File: config.mk
export PLATFORM = sky130hd
export DESIGN_NAME = uart_ins_loader
export DESIGN_NICKNAME = d
export VERILOG_FILES = /design/src/rtl/mips_board_pkg.sv /design/src/rtl/uart_rx_core.sv /design/src/rtl/uart_ins_loader.sv
export SDC_FILE = /design/constraint.sdc
export NUM_CORES = 1
export LEC_CHECK = 0
export ABC_AREA = 1
export BUFFER_PORTS_ARGS = -buffer_cell sky130_fd_sc_hd__buf_2
export CAP_MARGIN = 20
export CORE_MARGIN = 2
export CORE_UTILIZATION = 56
export DETAILED_ROUTE_END_ITERATION = 10
export PLACE_DENSITY_LB_ADDON = 0.3
export SLEW_MARGIN = 20
export SYNTH_ARGS = -nofsm -noshare
export SYNTH_HDL_FRONTEND = slang
export SYNTH_HIERARCHICAL = 1
export SYNTH_SLANG_ARGS = --single-unit
export TNS_END_PERCENT = 30
File: constraint.sdc
create_clock -name CLK -period 1.9 [get_ports CLK]
set_clock_uncertainty 0.2 [all_clocks]
set_input_delay 0.095 -clock CLK [delete_from_list [all_inputs] [get_ports CLK]]
set_output_delay 0.095 -clock CLK [all_outputs]
set_load 0.05 [all_outputs]
File: src/rtl/mips_board_pkg.sv
// Shared types and constants for the board-level instruction loader.
// Holds the UART receiver state encoding and the oversampling/word geometry.
package mips_board_pkg;

    typedef enum logic [1:0] {
        RX_IDLE,
        RX_START,
        RX_DATA,
        RX_STOP
    } rx_state_t;

    localparam int OVERSAMPLE     = 16;
    localparam int BYTES_PER_WORD = 4;
    localparam int MID_TICK       = 8;

    // Rounded clocks-per-oversample-tick, never below one clock.
    function automatic int calc_div(input int clk_hz, input int baud);
        int d;
        d = (clk_hz + baud * (OVERSAMPLE / 2)) / (baud * OVERSAMPLE);
        return (d < 1) ? 1 : d;
    endfunction

endpackage

File: src/rtl/uart_rx_core.sv
// 8N1 UART receiver: input synchroniser, oversample tick generator and frame FSM.
// Emits one-cycle byte_vld / frm_err pulses when a stop bit is sampled.
module uart_rx_core
    import mips_board_pkg::*;
#(
    parameter int CLK_HZ = 50_000_000,
    parameter int BAUD   = 115200
) (
    input  logic       clk,
    input  logic       srst,
    input  logic       en,
    input  logic       rxd,
    output logic       tick,
    output logic       byte_vld,
    output logic [7:0] byte_data,
    output logic       frm_err,
    output logic       busy
);

    localparam int DIV         = calc_div(CLK_HZ, BAUD);
    localparam int DIV_W       = (DIV > 1) ? $clog2(DIV) : 1;
    localparam int SYNC_STAGES = 2;

    logic [DIV_W-1:0]       div_cnt_reg;
    logic [SYNC_STAGES-1:0] sync_reg;
    logic                   rx_s;

    rx_state_t  state_reg, state_next;
    logic [3:0] tcnt_reg, tcnt_next;
    logic [2:0] bitn_reg, bitn_next;
    logic [7:0] data_reg, data_next;
    logic       byte_vld_reg, byte_vld_next;
    logic       frm_err_reg, frm_err_next;

    assign tick = (div_cnt_reg == DIV_W'(DIV - 1));
    assign rx_s = sync_reg[SYNC_STAGES-1];

    always_ff @(posedge clk) begin
        if (srst) begin
            div_cnt_reg <= '0;
        end else if (tick) begin
            div_cnt_reg <= '0;
        end else begin
            div_cnt_reg <= div_cnt_reg + DIV_W'(1);
        end
    end

    // Line idles high, so the synchroniser resets to 1 to avoid a false start.
    always_ff @(posedge clk) begin
        if (srst) begin
            sync_reg <= '1;
        end else begin
            sync_reg <= {sync_reg[SYNC_STAGES-2:0], rxd};
        end
    end

    always_ff @(posedge clk) begin
        if (srst) begin
            state_reg    <= RX_IDLE;
            tcnt_reg     <= '0;
            bitn_reg     <= '0;
            data_reg     <= '0;
            byte_vld_reg <= 1'b0;
            frm_err_reg  <= 1'b0;
        end else begin
            state_reg    <= state_next;
            tcnt_reg     <= tcnt_next;
            bitn_reg     <= bitn_next;
            data_reg     <= data_next;
            byte_vld_reg <= byte_vld_next;
            frm_err_reg  <= frm_err_next;
        end
    end

    always_comb begin
        state_next    = state_reg;
        tcnt_next     = tcnt_reg;
        bitn_next     = bitn_reg;
        data_next     = data_reg;
        byte_vld_next = 1'b0;
        frm_err_next  = 1'b0;

        case (state_reg)
            RX_IDLE: begin
                if (!rx_s) begin
                    state_next = RX_START;
                    tcnt_next  = '0;
                end
            end
            RX_START: begin
                if (tick) begin
                    if (tcnt_reg == 4'(MID_TICK - 1)) begin
                        tcnt_next = '0;
                        bitn_next = '0;
                        // A start bit that is gone by mid-bit was only a glitch.
                        state_next = rx_s ? RX_IDLE : RX_DATA;
                    end else begin
                        tcnt_next = tcnt_reg + 4'd1;
                    end
                end
            end
            RX_DATA: begin
                if (tick) begin
                    if (tcnt_reg == 4'(OVERSAMPLE - 1)) begin
                        tcnt_next = '0;
                        data_next = {rx_s, data_reg[7:1]};
                        if (bitn_reg == 3'd7) begin
                            state_next = RX_STOP;
                        end else begin
                            bitn_next = bitn_reg + 3'd1;
                        end
                    end else begin
                        tcnt_next = tcnt_reg + 4'd1;
                    end
                end
            end
            RX_STOP: begin
                if (tick) begin
                    if (tcnt_reg == 4'(OVERSAMPLE - 1)) begin
                        tcnt_next     = '0;
                        byte_vld_next = rx_s;
                        frm_err_next  = !rx_s;
                        state_next    = RX_IDLE;
                    end else begin
                        tcnt_next = tcnt_reg + 4'd1;
                    end
                end
            end
            default: state_next = RX_IDLE;
        endcase

        if (!en) begin
            state_next    = RX_IDLE;
            byte_vld_next = 1'b0;
            frm_err_next  = 1'b0;
        end
    end

    assign byte_vld  = byte_vld_reg;
    assign byte_data = data_reg;
    assign frm_err   = frm_err_reg;
    assign busy      = (state_reg != RX_IDLE);

endmodule

File: src/rtl/uart_ins_loader.sv
// UART instruction loader: packs four received bytes (MSB first) into a 32-bit
// word and strobes it out with a running word address and load count.
module uart_ins_loader
    import mips_board_pkg::*;
#(
    parameter int CLK_HZ   = 50_000_000,
    parameter int BAUD     = 115200,
    parameter int ADDR_W   = 8,
    parameter int GAP_BITS = 32
) (
    input  logic              CLK,
    input  logic              RST,
    input  logic              RXD,
    input  logic              ARM,
    output logic              WE,
    output logic [31:0]       W_Ins,
    output logic [ADDR_W-1:0] W_Addr,
    output logic              BUSY,
    output logic              FRM_ERR,
    output logic [ADDR_W:0]   WORDS
);

    localparam int GAP_TICKS = GAP_BITS * OVERSAMPLE;
    localparam int GAP_W     = $clog2(GAP_TICKS + 1);
    localparam logic [ADDR_W:0] WORDS_MAX = {1'b1, {ADDR_W{1'b0}}};

    logic       rx_tick;
    logic       rx_byte_vld;
    logic [7:0] rx_byte;
    logic       rx_frm_err;
    logic       rx_busy;

    logic              arm_d_reg;
    logic              we_reg;
    logic [31:0]       ins_reg;
    logic [ADDR_W-1:0] addr_reg;
    logic [ADDR_W:0]   words_reg;
    logic              frm_err_reg;
    logic [1:0]        bcnt_reg;
    logic [23:0]       shreg_reg;
    logic [GAP_W-1:0]  gap_cnt_reg;
    logic              gap_hit;

    uart_rx_core #(
        .CLK_HZ (CLK_HZ),
        .BAUD   (BAUD)
    ) u_rx (
        .clk       (CLK),
        .srst      (RST),
        .en        (ARM),
        .rxd       (RXD),
        .tick      (rx_tick),
        .byte_vld  (rx_byte_vld),
        .byte_data (rx_byte),
        .frm_err   (rx_frm_err),
        .busy      (rx_busy)
    );

    assign gap_hit = (gap_cnt_reg == GAP_W'(GAP_TICKS));

    always_ff @(posedge CLK) begin
        if (RST) begin
            arm_d_reg   <= 1'b0;
            we_reg      <= 1'b0;
            ins_reg     <= '0;
            addr_reg    <= '0;
            words_reg   <= '0;
            frm_err_reg <= 1'b0;
            bcnt_reg    <= '0;
            shreg_reg   <= '0;
            gap_cnt_reg <= '0;
        end else begin
            arm_d_reg <= ARM;
            we_reg    <= 1'b0;

            if (!ARM) begin
                bcnt_reg    <= '0;
                shreg_reg   <= '0;
                gap_cnt_reg <= '0;
            end else if (!arm_d_reg) begin
                // Fresh load session: restart addressing and statistics.
                addr_reg    <= '0;
                words_reg   <= '0;
                frm_err_reg <= 1'b0;
                bcnt_reg    <= '0;
                shreg_reg   <= '0;
                gap_cnt_reg <= '0;
            end else begin
                if (we_reg) begin
                    addr_reg <= addr_reg + ADDR_W'(1);
                    if (words_reg != WORDS_MAX) begin
                        words_reg <= words_reg + (ADDR_W + 1)'(1);
                    end
                end

                // Idle time is only measured while a partial word is pending.
                if (rx_busy || (bcnt_reg == 2'd0)) begin
                    gap_cnt_reg <= '0;
                end else if (rx_tick && !gap_hit) begin
                    gap_cnt_reg <= gap_cnt_reg + GAP_W'(1);
                end

                if (rx_frm_err) begin
                    frm_err_reg <= 1'b1;
                    bcnt_reg    <= '0;
                    shreg_reg   <= '0;
                end else if (rx_byte_vld) begin
                    if (bcnt_reg == 2'(BYTES_PER_WORD - 1)) begin
                        ins_reg  <= {shreg_reg, rx_byte};
                        we_reg   <= 1'b1;
                        bcnt_reg <= '0;
                    end else begin
                        shreg_reg <= {shreg_reg[15:0], rx_byte};
                        bcnt_reg  <= bcnt_reg + 2'd1;
                    end
                end else if (gap_hit) begin
                    bcnt_reg  <= '0;
                    shreg_reg <= '0;
                end
            end
        end
    end

    assign WE      = we_reg;
    assign W_Ins   = ins_reg;
    assign W_Addr  = addr_reg;
    assign BUSY    = rx_busy & ARM;
    assign FRM_ERR = frm_err_reg;
    assign WORDS   = words_reg;

endmodule

==> run summary, run 1 <==
Layout cell share with drive strength beyond 1 = 16.6%
Worst slew margin = 52.3%
Multi-input combinational cell area = 2370 sq um
Maximum number of pins on one net before global-route repair = 33
Detailed-routing iteration count for the pre-antenna-repair pass = 5
Nets in the synthesized netlist = 713
Effective utilization at floorplan = 57.7%
Count of buffer and inverter cells on the critical path = 3
Count of yosys warnings during synthesis = 6
Sequential share of the synthesized area = 45.5%
Combinational family with the most area after synthesis = simple AND/OR/NAND/NOR gates
Number of instances in the synthesized netlist = 697
DP Area = 5380 sq um
Total number of cells along the worst setup path = 5
Post-synthesis mux area share = 0%
Cell count of the worst reg-to-reg path = 9
Count of state elements after synthesis = 114
Number of enable-type register cells in the synthesized netlist = 0
Worst min path class = reg -> reg
Endpoint of the worst-slack reg-to-reg timing path = WORDS[5]$_SDFFE_PP0P_
Most common cell in the synthesized netlist = nand2_1
Most Frequent Cell on Critical Path = inv_1
Xor/xnor share of the synthesized area = 1.57%
First-iteration detailed-routing DRC count = 321
Master cell of the clock root buffer = clkbuf_8
Setup violation total in the final timing report = 0
Synth cell count leaders = nand2_1 (143), nor2_1 (133), dfxtp_1 (114), nand3_1 (59), a21oi_1 (57)
Kind of critical path = reg -> out
Depth of the CTS H-tree = 4
Worst-path cell with the longest stage delay = dfxtp_2
Syn Std Cell Area = 5010 sq um
Result of the run = complete, no violations
Number of nets with antenna violations after detailed routing = 0
Setup slack of the most critical reg-to-reg path = 0.12 ns
Global placer's final weighted congestion = 0.888
Site row count = 34
Origin of the critical flop-to-flop path = WORDS[0]$_SDFFE_PP0P_
VDD IR max = 0.579 mV
Clock insertion delay at the later pin of the skew report = 0.51 ns
Main flop type after synthesis = dfxtp_1
DIE AREA = 9720 sq um
Total power divided by cell area = 975 nW/um^2
Die width = 98.6 um
Maximum fanout along the worst path = 6
Top-Level Pins = 56
Max-cap violations = 0
Max FFs per register = 32
Crit path max-delay family = buffers and inverters
Category of the worst setup path launch point = flip-flop
Final WL = 11,300 um
Mean cell area of the mapped netlist = 7.19 sq um
Worst Path Required = 1.60 ns
Layout overhead on the synthesized area = 20.6%
Reg clk slew, reported paths = 0.06 ns
# fillers = 692
Core footprint = 8680 sq um
DP Wirelength = 7400 um
Number of standard cells in the layout, taps in and fillers out = 885
Leak pwr = 2.70 nW
Total vias in the final route = 4,649
Final-stage net count = 780
Capturing instance or port of the critical path = BUSY
Sequential Area = 2280 sq um
Unrepaired setup endpoints after global routing = no
Setup Slack @ Placement = 0.213 ns
Maximum cell stage delay along the critical path = 0.42 ns
Endpoint arrival time on the critical path = 1.52 ns
Area of all placed cells without fillers = 6050 sq um
Post-synthesis adder-cell area fraction = 3.00%
Vias in the first global route = 4,345
End-of-flow core utilization = 69.7%
Clock tree from TritonCTS = done
First-pass GRT wire length = 19,300 um
Post-route setup slack = 0.0819 ns
Number of placed cells counting well taps = 849
Post-synth cell types = 30
Initial antenna violation count = 0
Port Buffer Count = 55
Overall fraction of global-route tracks in use = 24.1%
Crit share post-route = 95.7%
Count of clock tree sinks = 114
Via-per-instance ratio = 5.25
Cell chain of the critical path = nor2_4, inv_1, nand2_1, inv_1, buf_2
Wirelength per Cell = 12.7 um
Overall overflow remaining after global route = 0
Achievable Freq = 550 MHz
Slew @ Worst Pin = 0.714 ns
Setup total negative slack = 0 ns
Die height = 98.6 um
Complex-gate fraction of the synthesized area = 10.6%
Number of buffers added by the clock tree synthesis step = 17
Largest cells by area after synthesis = dfxtp_1 (46%), nand2_1 (11%), nor2_1 (10%)
Worst-case clock buffer depth = 2
Proportion of register bits with asynchronous set or reset after synthesis = 0%
Final count of hold timing violations = 0
Post-route minimum period = 1.82 ns
Top-area cell type share of the netlist area = 45.5%
Most area-hungry cell type in the Yosys netlist = dfxtp_1
Max Transition Viols Final = 0
Crit path capture type = output pin
Post-synthesis simple-gate area fraction = 32.0%
DRC violations left = 0
Antenna cell count = 0
## cells in the final DEF, fill, tap and decap left out, types with 7 or more instances in the layout
cell type | Yosys | final
ha_1 | 12 | 12
dfxtp_1 | 114 | 112
a21oi_1 | 57 | 57
nor3_1 | 8 | 8
xor2_1 | 7 | 7
clkbuf_16 | 0 | 16
o21ai_0 | 39 | 38
nand2_1 | 143 | 143
inv_1 | 54 | 54
buf_2 | 13 | 55
nand4_1 | 9 | 9
buf_4 | 1 | 12
nor2_1 | 133 | 133
nand3_1 | 59 | 59
inv_2 | 7 | 7
nand2_2 | 7 | 7
## report_power, final
group	internal, W	total [W]	switching [W]	leakage, nW
logic	0.0000516	0.000166	0.000114	1.48
registers	0.00241	0.00242	0.0000146	0.921
clock network	0.00215	0.00330	0.00115	0.302
## repair_timing
action,CTS,global route
pin swaps,0,0
endpoints found under the setup margin,1,2
endpoints found under the hold margin,38,0
buffers inserted,0,0
hold buffers,4,0
gates resized for setup,2,2
## kinds of logic (layout without fill, tap and decap cells)
kind of cell,Yosys count,after routing
AND/OR/NAND/NOR,375,375
flip-flops,114,114
AO/OA/AOI/OAI,103,103
buffers and inverters,84,164
adder cells (fa/ha/maj),12,12
XOR/XNOR,9,9
## cell type report
class | instances | area share [%]
clock buffers | 18 | 6.91
clock inverters | 14 | 3.39
inverters | 61 | 3.79
multi-input cells | 499 | 39.2
flip-flops and latches | 114 | 37.8
well taps | 108 | 2.24
repair buffers | 71 | 6.71
## per-stage QoR
step | hold slack (ns) | total power, W
6_report | 0.220 | 0.00589
5_1_grt | 0.239 | 0.00608
4_1_cts | 0.225 | 0.00594
3_5_place_dp | 0.102 | 0.00263
3_3_place_gp | 0.0965 | 0.00263
2_1_floorplan | -0.00119 | 0.00259
## worst min path at each step
stage	from	cells after the start	endpoint
3_5_place_dp	RXD	2	u_rx/sync_reg[0]$_SDFF_PP1_
4_1_cts	u_rx/sync_reg[0]$_SDFF_PP1_	1	u_rx/sync_reg[1]$_SDFF_PP1_
5_1_grt	u_rx/sync_reg[0]$_SDFF_PP1_	1	u_rx/sync_reg[1]$_SDFF_PP1_
6_report	u_rx/sync_reg[0]$_SDFF_PP1_	1	u_rx/sync_reg[1]$_SDFF_PP1_
3_3_place_gp	RXD	2	u_rx/sync_reg[0]$_SDFF_PP1_
2_1_floorplan	RXD	1	u_rx/sync_reg[0]$_SDFF_PP1_
## metal layers
layer	up-vias	part of all wire, %	GRT usage (%)
li1	2387	-	-
met1	2094	45	31.1
met2	145	47	38.9
met3	23	5.7	6.10
met4	0	1.8	9.59
met5	-	0	0
Power figures use the tool's default switching activity.
==> inputs of run 2 (changes only) <==
==> constraint.sdc (replaced) <==
create_clock -name CLK -period 1.9 [get_ports CLK]
set_clock_uncertainty 0.2 [all_clocks]
set_input_delay 0.19 -clock CLK [delete_from_list [all_inputs] [get_ports CLK]]
set_output_delay 0.19 -clock CLK [all_outputs]
set_load 0.05 [all_outputs]
==> run summary, run 2 (synthesized netlist as in run 1, its figures left out) <==
Clock insertion delay at the later pin of the skew report = 0.52 ns (about the same)
Worst-case clock buffer depth = 2 (unchanged)
Sequential Area = 2290 sq um (+0.11%)
Max Transition Viols Final = 0 (unchanged)
Layout overhead on the synthesized area = 21.8%
Total number of cells along the worst setup path = 5 (unchanged)
Site row count = 34 (unchanged)
Total vias in the final route = 4,854 (+4.4%)
Antenna cell count = 0 (unchanged)
Worst-path cell with the longest stage delay = dfxtp_4
Initial antenna violation count = 0 (unchanged)
DRC violations left = 0 (unchanged)
First-iteration detailed-routing DRC count = 413 (+29%)
Core footprint = 8680 sq um (unchanged)
Final WL = 12,400 um (+9.7%)
Most used cells in the layout excluding fill and tap cells = nand2_1 (143), nor2_1 (133), dfxtp_1 (112)
Overall overflow remaining after global route = 0 (unchanged)
Final-stage net count = 787 (+0.90%)
Category of the worst setup path launch point = flip-flop
Kind of critical path = reg -> out
Die height = 98.6 um (unchanged)
Number of standard cells in the layout, taps in and fillers out = 892 (+0.79%)
Most Frequent Cell on Critical Path = inv_1
Top-Level Pins = 56 (unchanged)
Maximum number of pins on one net before global-route repair = 33 (unchanged)
Maximum cell stage delay along the critical path = 0.38 ns (-0.04 ns)
Area of all placed cells without fillers = 6110 sq um (+0.99%)
Detailed-routing iteration count for the pre-antenna-repair pass = 5 (unchanged)
Achievable Freq = 550 MHz (about the same)
Count of clock tree sinks = 114 (unchanged)
Number of nets with antenna violations after detailed routing = 0 (unchanged)
Result of the run = complete, no violations
Total power divided by cell area = 969 nW/um^2 (-0.55%)
Worst Path Required = 1.51 ns (-0.09 ns)
Via-per-instance ratio = 5.44 (+3.6%)
Layout cell share with drive strength beyond 1 = 17.6% (+1.0 points)
Vias in the first global route = 4,533 (+4.3%)
Multi-input combinational cell area = 2370 sq um (+0.21%)
Most common cell after layout, fill and taps aside = nand2_1
Number of placed cells counting well taps = 850 (+0.12%)
DP Wirelength = 7800 um (+5.4%)
Crit path capture type = output pin
Maximum fanout along the worst path = 6 (unchanged)
Max-cap violations = 0 (unchanged)
Worst slew margin = 63.7% (+11 points)
Leak pwr = 2.73 nW (+1.1%)
VDD IR max = 0.614 mV (+6.1%)
Wirelength per Cell = 13.9 um (+8.8%)
Post-route minimum period = 1.82 ns (+0.00143 ns)
Worst hold path depth = 1 (unchanged)
# fillers = 690 (-0.29%)
Setup violation total in the final timing report = 0 (unchanged)
First-pass GRT wire length = 20,800 um (+7.6%)
Cell count of the worst reg-to-reg path = 5 (-4)
Cell chain of the critical path = nor2_4, inv_1, nand2_1, inv_1, buf_4
Number of buffers added by the clock tree synthesis step = 17 (unchanged)
Overall fraction of global-route tracks in use = 26.1% (+2.0 points)
Hold Slack = 0.227 ns (+0.00618 ns)
Count of buffer and inverter cells on the critical path = 3 (unchanged)
Crit path max-delay family = flip-flops
Slew @ Worst Pin = 0.544 ns (-0.171 ns)
Effective utilization at floorplan = 57.7% (unchanged)
Depth of the CTS H-tree = 4 (unchanged)
Die width = 98.6 um (unchanged)
DP Area = 5380 sq um (+0.14%)
Setup total negative slack = 0 ns (unchanged)
Master cell of the clock root buffer = clkbuf_8
Clock tree from TritonCTS = done
Max FFs per register = 32 (unchanged)
Port Buffer Count = 55 (unchanged)
Total power = 0.00592 W (+0.44%)
Global placer's final weighted congestion = 0.947 (+6.6%)
DIE AREA = 9720 sq um (unchanged)
Worst min path class = reg -> reg
Endpoint arrival time on the critical path = 1.43 ns (-0.09 ns)
Reg clk slew, reported paths = 0.06 ns (about the same)
Crit share post-route = 95.8% (about the same)
Unrepaired setup endpoints after global routing = yes
Final count of hold timing violations = 0 (unchanged)
run 2: cell types whose count changed in the layout (fill, tap and decap cells not counted):
| cell | delta |
|---|---|
| buf_2 | -1 |
| buf_4 | +8 |
| clkinv_2 | +1 |
| clkinv_4 | -3 |
| clkinvlp_4 | +1 |
| dfxtp_2 | -1 |
| dfxtp_4 | +1 |
| inv_1 | -1 |
| inv_6 | +3 |
| inv_8 | -1 |
| nand3_1 | -1 |
| nand3_2 | +1 |
run 2: what timing repair did:
action,CTS,global route
pin swaps,0,2
endpoints found under the hold margin,34,0
setup buffers,0,6
hold buffers,4,0
gates resized for setup,4,4
endpoints found under the setup margin,1,14
run 2: area by class of cell:
cell class              count  share of cell area [%]
clock inverters            14                    3.26
inverters                  61                    3.81
repair buffers             78                    7.54
clock buffers              18                    6.84
multi-input cells         499                    38.9
well taps                 108                    2.21
flip-flops and latches    114                    37.5
run 2: per-layer routing:
metal  GRT usage, %  share of wire (%)  up-vias
li1               -                  -     2394
met1           32.2                 42     2239
met2           45.1                 50      193
met3           5.39                5.7       28
met4           9.59                1.8        0
met5              0                  0        -
run 2: worst paths after layout:
kind / slack (ns) / end / from
max: 0.08 / BUSY / flip-flop
min: 0.23 / u_rx/sync_reg[1]$_SDFF_PP1_ / u_rx/sync_reg[0]$_SDFF_PP1_
max reg2reg: 0.09 / shreg_reg[20]$_SDFFE_PP0P_ / bcnt_reg[0]$_SDFFE_PP0P_
min reg2reg: 0.23 / u_rx/sync_reg[1]$_SDFF_PP1_ / u_rx/sync_reg[0]$_SDFF_PP1_
run 2: metrics by stage:
stage	setup slack [ns]	utilization (%)
3_5_place_dp	0.190	62.0
6_report	0.0805	70.4
2_1_floorplan	0.0264	-
3_3_place_gp	0.264	62.0
4_1_cts	0.0196	69.7
5_1_grt	-0.0227	70.4
run 2: power by group:
| part | switching, W | internal (W) |
|---|---|---|
| Clock | 0.00117 | 0.00215 |
| Sequential | 0.0000152 | 0.00241 |
| Combinational | 0.000118 | 0.0000569 |
| Total | 0.00131 | 0.00461 |
==> inputs of run 3 (changes only) <==
CTS_BUF_LIST = sky130_fd_sc_hd__clkbuf_4   (was default)
==> run summary, run 3 (synthesized netlist as in run 1, its figures left out) <==
Result of the run = complete, no violations
DP Wirelength = 7800 um (unchanged)
Met3 wirelength from detailed routing = 580 um (-18%)
Clock insertion delay at the later pin of the skew report = 0.51 ns (about the same)
Final count of hold timing violations = 0 (unchanged)
Overall fraction of global-route tracks in use = 24.6% (-1.4 points)
Port Buffer Count = 55 (unchanged)
Worst min-delay path startpoint = u_rx/sync_reg[0]$_SDFF_PP1_
# fillers = 774 (+12%)
Endpoint arrival time on the critical path = 1.40 ns (-0.03 ns)
Most common cell after layout, fill and taps aside = nand2_1
Core footprint = 8680 sq um (unchanged)
Origin of the critical flop-to-flop path = u_rx/tcnt_reg[0]$_SDFFE_PP0P_
Worst Path Required = 1.51 ns (about the same)
Via-per-instance ratio = 5.35 (-1.7%)
Antenna cell count = 0 (unchanged)
Reg clk slew, reported paths = 0.10 ns (+0.04 ns)
Global placer's final weighted congestion = 0.947 (unchanged)
Worst-case clock buffer depth = 2 (unchanged)
First-pass GRT wire length = 19,600 um (-5.4%)
Total length of routed met2 wires = 5660 um (-9.1%)
Total vias in the final route = 4,751 (-2.1%)
DRC violations left = 0 (unchanged)
Final-stage net count = 783 (-0.51%)
First-iteration detailed-routing DRC count = 346 (-16%)
Detailed-routing iteration count for the pre-antenna-repair pass = 7 (+2)
Vias in the first global route = 4,417 (-2.6%)
Crit path capture type = output pin
Crit share post-route = 94.1% (-1.6 points)
VDD IR max = 0.527 mV (-14%)
Setup violation total in the final timing report = 0 (unchanged)
Final WL = 11,400 um (-7.9%)
Hold Slack = 0.237 ns (+0.0106 ns)
Most used cells in the layout excluding fill and tap cells = nand2_1 (143), nor2_1 (133), dfxtp_1 (112)
Unrepaired setup endpoints after global routing = no
Worst min path class = reg -> reg
Routed metal-1 wire length = 4990 um (-4.2%)
Slew @ Worst Pin = 0.512 ns (-0.0312 ns)
Site row count = 34 (unchanged)
Top-Level Pins = 56 (unchanged)
Top layer in use = met4
Achievable Freq = 559 MHz (+1.7%)
Clock tree from TritonCTS = done
Number of placed cells counting well taps = 850 (unchanged)
Worst slew margin = 65.8% (+2.1 points)
Wirelength per Cell = 12.8 um (-7.5%)
End-of-flow core utilization = 66.7% (-3.7 points)
Cell count of the worst reg-to-reg path = 9 (+4)
Maximum fanout along the worst path = 6 (unchanged)
Max-cap violations = 0 (unchanged)
Number of nets with antenna violations after detailed routing = 0 (unchanged)
Max Transition Viols Final = 0 (unchanged)
Die width = 98.6 um (unchanged)
Die height = 98.6 um (unchanged)
DIE AREA = 9720 sq um (unchanged)
Overall overflow remaining after global route = 0 (unchanged)
Category of the worst setup path launch point = flip-flop
Effective utilization at floorplan = 57.7% (unchanged)
Worst hold path depth = 1 (unchanged)
Max FFs per register = 32 (unchanged)
Setup total negative slack = 0 ns (unchanged)
Initial antenna violation count = 0 (unchanged)
Master cell of the clock root buffer = clkbuf_4
Maximum number of pins on one net before global-route repair = 33 (unchanged)
Setup slack of the most critical reg-to-reg path = 0.14 ns (+0.05 ns)
Layout cell share with drive strength beyond 1 = 17.3% (-0.29 points)
Number of standard cells in the layout, taps in and fillers out = 888 (-0.45%)
Endpoint of the worst hold path = u_rx/sync_reg[1]$_SDFF_PP1_
Post-route minimum period = 1.79 ns (-0.0310 ns)
Leak pwr = 2.59 nW (-5.2%)
Number of buffers added by the clock tree synthesis step = 17 (unchanged)
Endpoint of the worst-slack reg-to-reg timing path = u_rx/state_reg[0]$_SDFFE_PP0P_
Depth of the CTS H-tree = 4 (unchanged)
Kind of critical path = reg -> out
Layout overhead on the synthesized area = 15.5%
Count of clock tree sinks = 114 (unchanged)
Total power divided by cell area = 804 nW/um^2 (-17%)
## run 3: final cells by class
type	instances	area, sq um	area share [%]
inverters	61	233	4.02
well taps	108	135	2.33
repair buffers	74	430	7.44
flip-flops and latches	114	2290	39.5
multi-input cells	499	2370	40.9
clock inverters	14	199	3.44
clock buffers	18	135	2.33
## run 3: timing repair
action                                  CTS  global route
hold buffers                              4             0
resized for setup                         4             4
hold endpoints to repair                 35             0
setup buffers                             0             2
endpoints found under the setup margin    1             8
pin swaps                                 0             1
## run 3: worst max-delay path by stage
stage                                       to  slack [ns]                startpoint
floorplan                WORDS[2]$_SDFFE_PP0P_        0.03     WORDS[0]$_SDFFE_PP0P_
finish                                    BUSY        0.11                 flip-flop
global route             WORDS[2]$_SDFFE_PP0P_       0.004     WORDS[0]$_SDFFE_PP0P_
global placement     shreg_reg[6]$_SDFFE_PP0P_        0.26  bcnt_reg[0]$_SDFFE_PP0P_
detailed placement  shreg_reg[12]$_SDFFE_PP0P_        0.19  bcnt_reg[0]$_SDFFE_PP0P_
CTS                                       BUSY        0.03                 flip-flop
## run 3: routing by layer
| metal | GRT usage [%] | up-vias |
|---|---|---|
| li1 | - | 2386 |
| met1 | 30.8 | 2217 |
| met4 | 10.0 | 0 |
| met2 | 41.4 | 133 |
| met5 | 0 | - |
| met3 | 5.39 | 15 |
## run 3: per-stage QoR
stage	instance area, sq um	total power [W]	setup slack (ns)
finish	5790	0.00465	0.111
global route	5790	0.00482	0.00402
CTS	5770	0.00468	0.0258
detailed placement	5380	0.00263	0.190
global placement	5380	0.00262	0.264
floorplan	5010	0.00259	0.0264
## run 3: report_power, final
| group | switching, W | leakage, nW | internal, W | total [W] |
|---|---|---|---|---|
| logic | 0.000115 | 1.49 | 0.0000533 | 0.000168 |
| registers | 0.0000152 | 0.921 | 0.00240 | 0.00242 |
| clock network | 0.000985 | 0.178 | 0.00108 | 0.00207 |
| total | 0.00112 | 2.59 | 0.00354 | 0.00465 |
## run 3: worst max-delay path, stage by stage, from the launching register on
cell,delay [ns]
dfxtp_4,0.39
nor2_4,0.16
inv_2,0.08
nand2_1,0.07
inv_1,0.04
buf_4,0.18
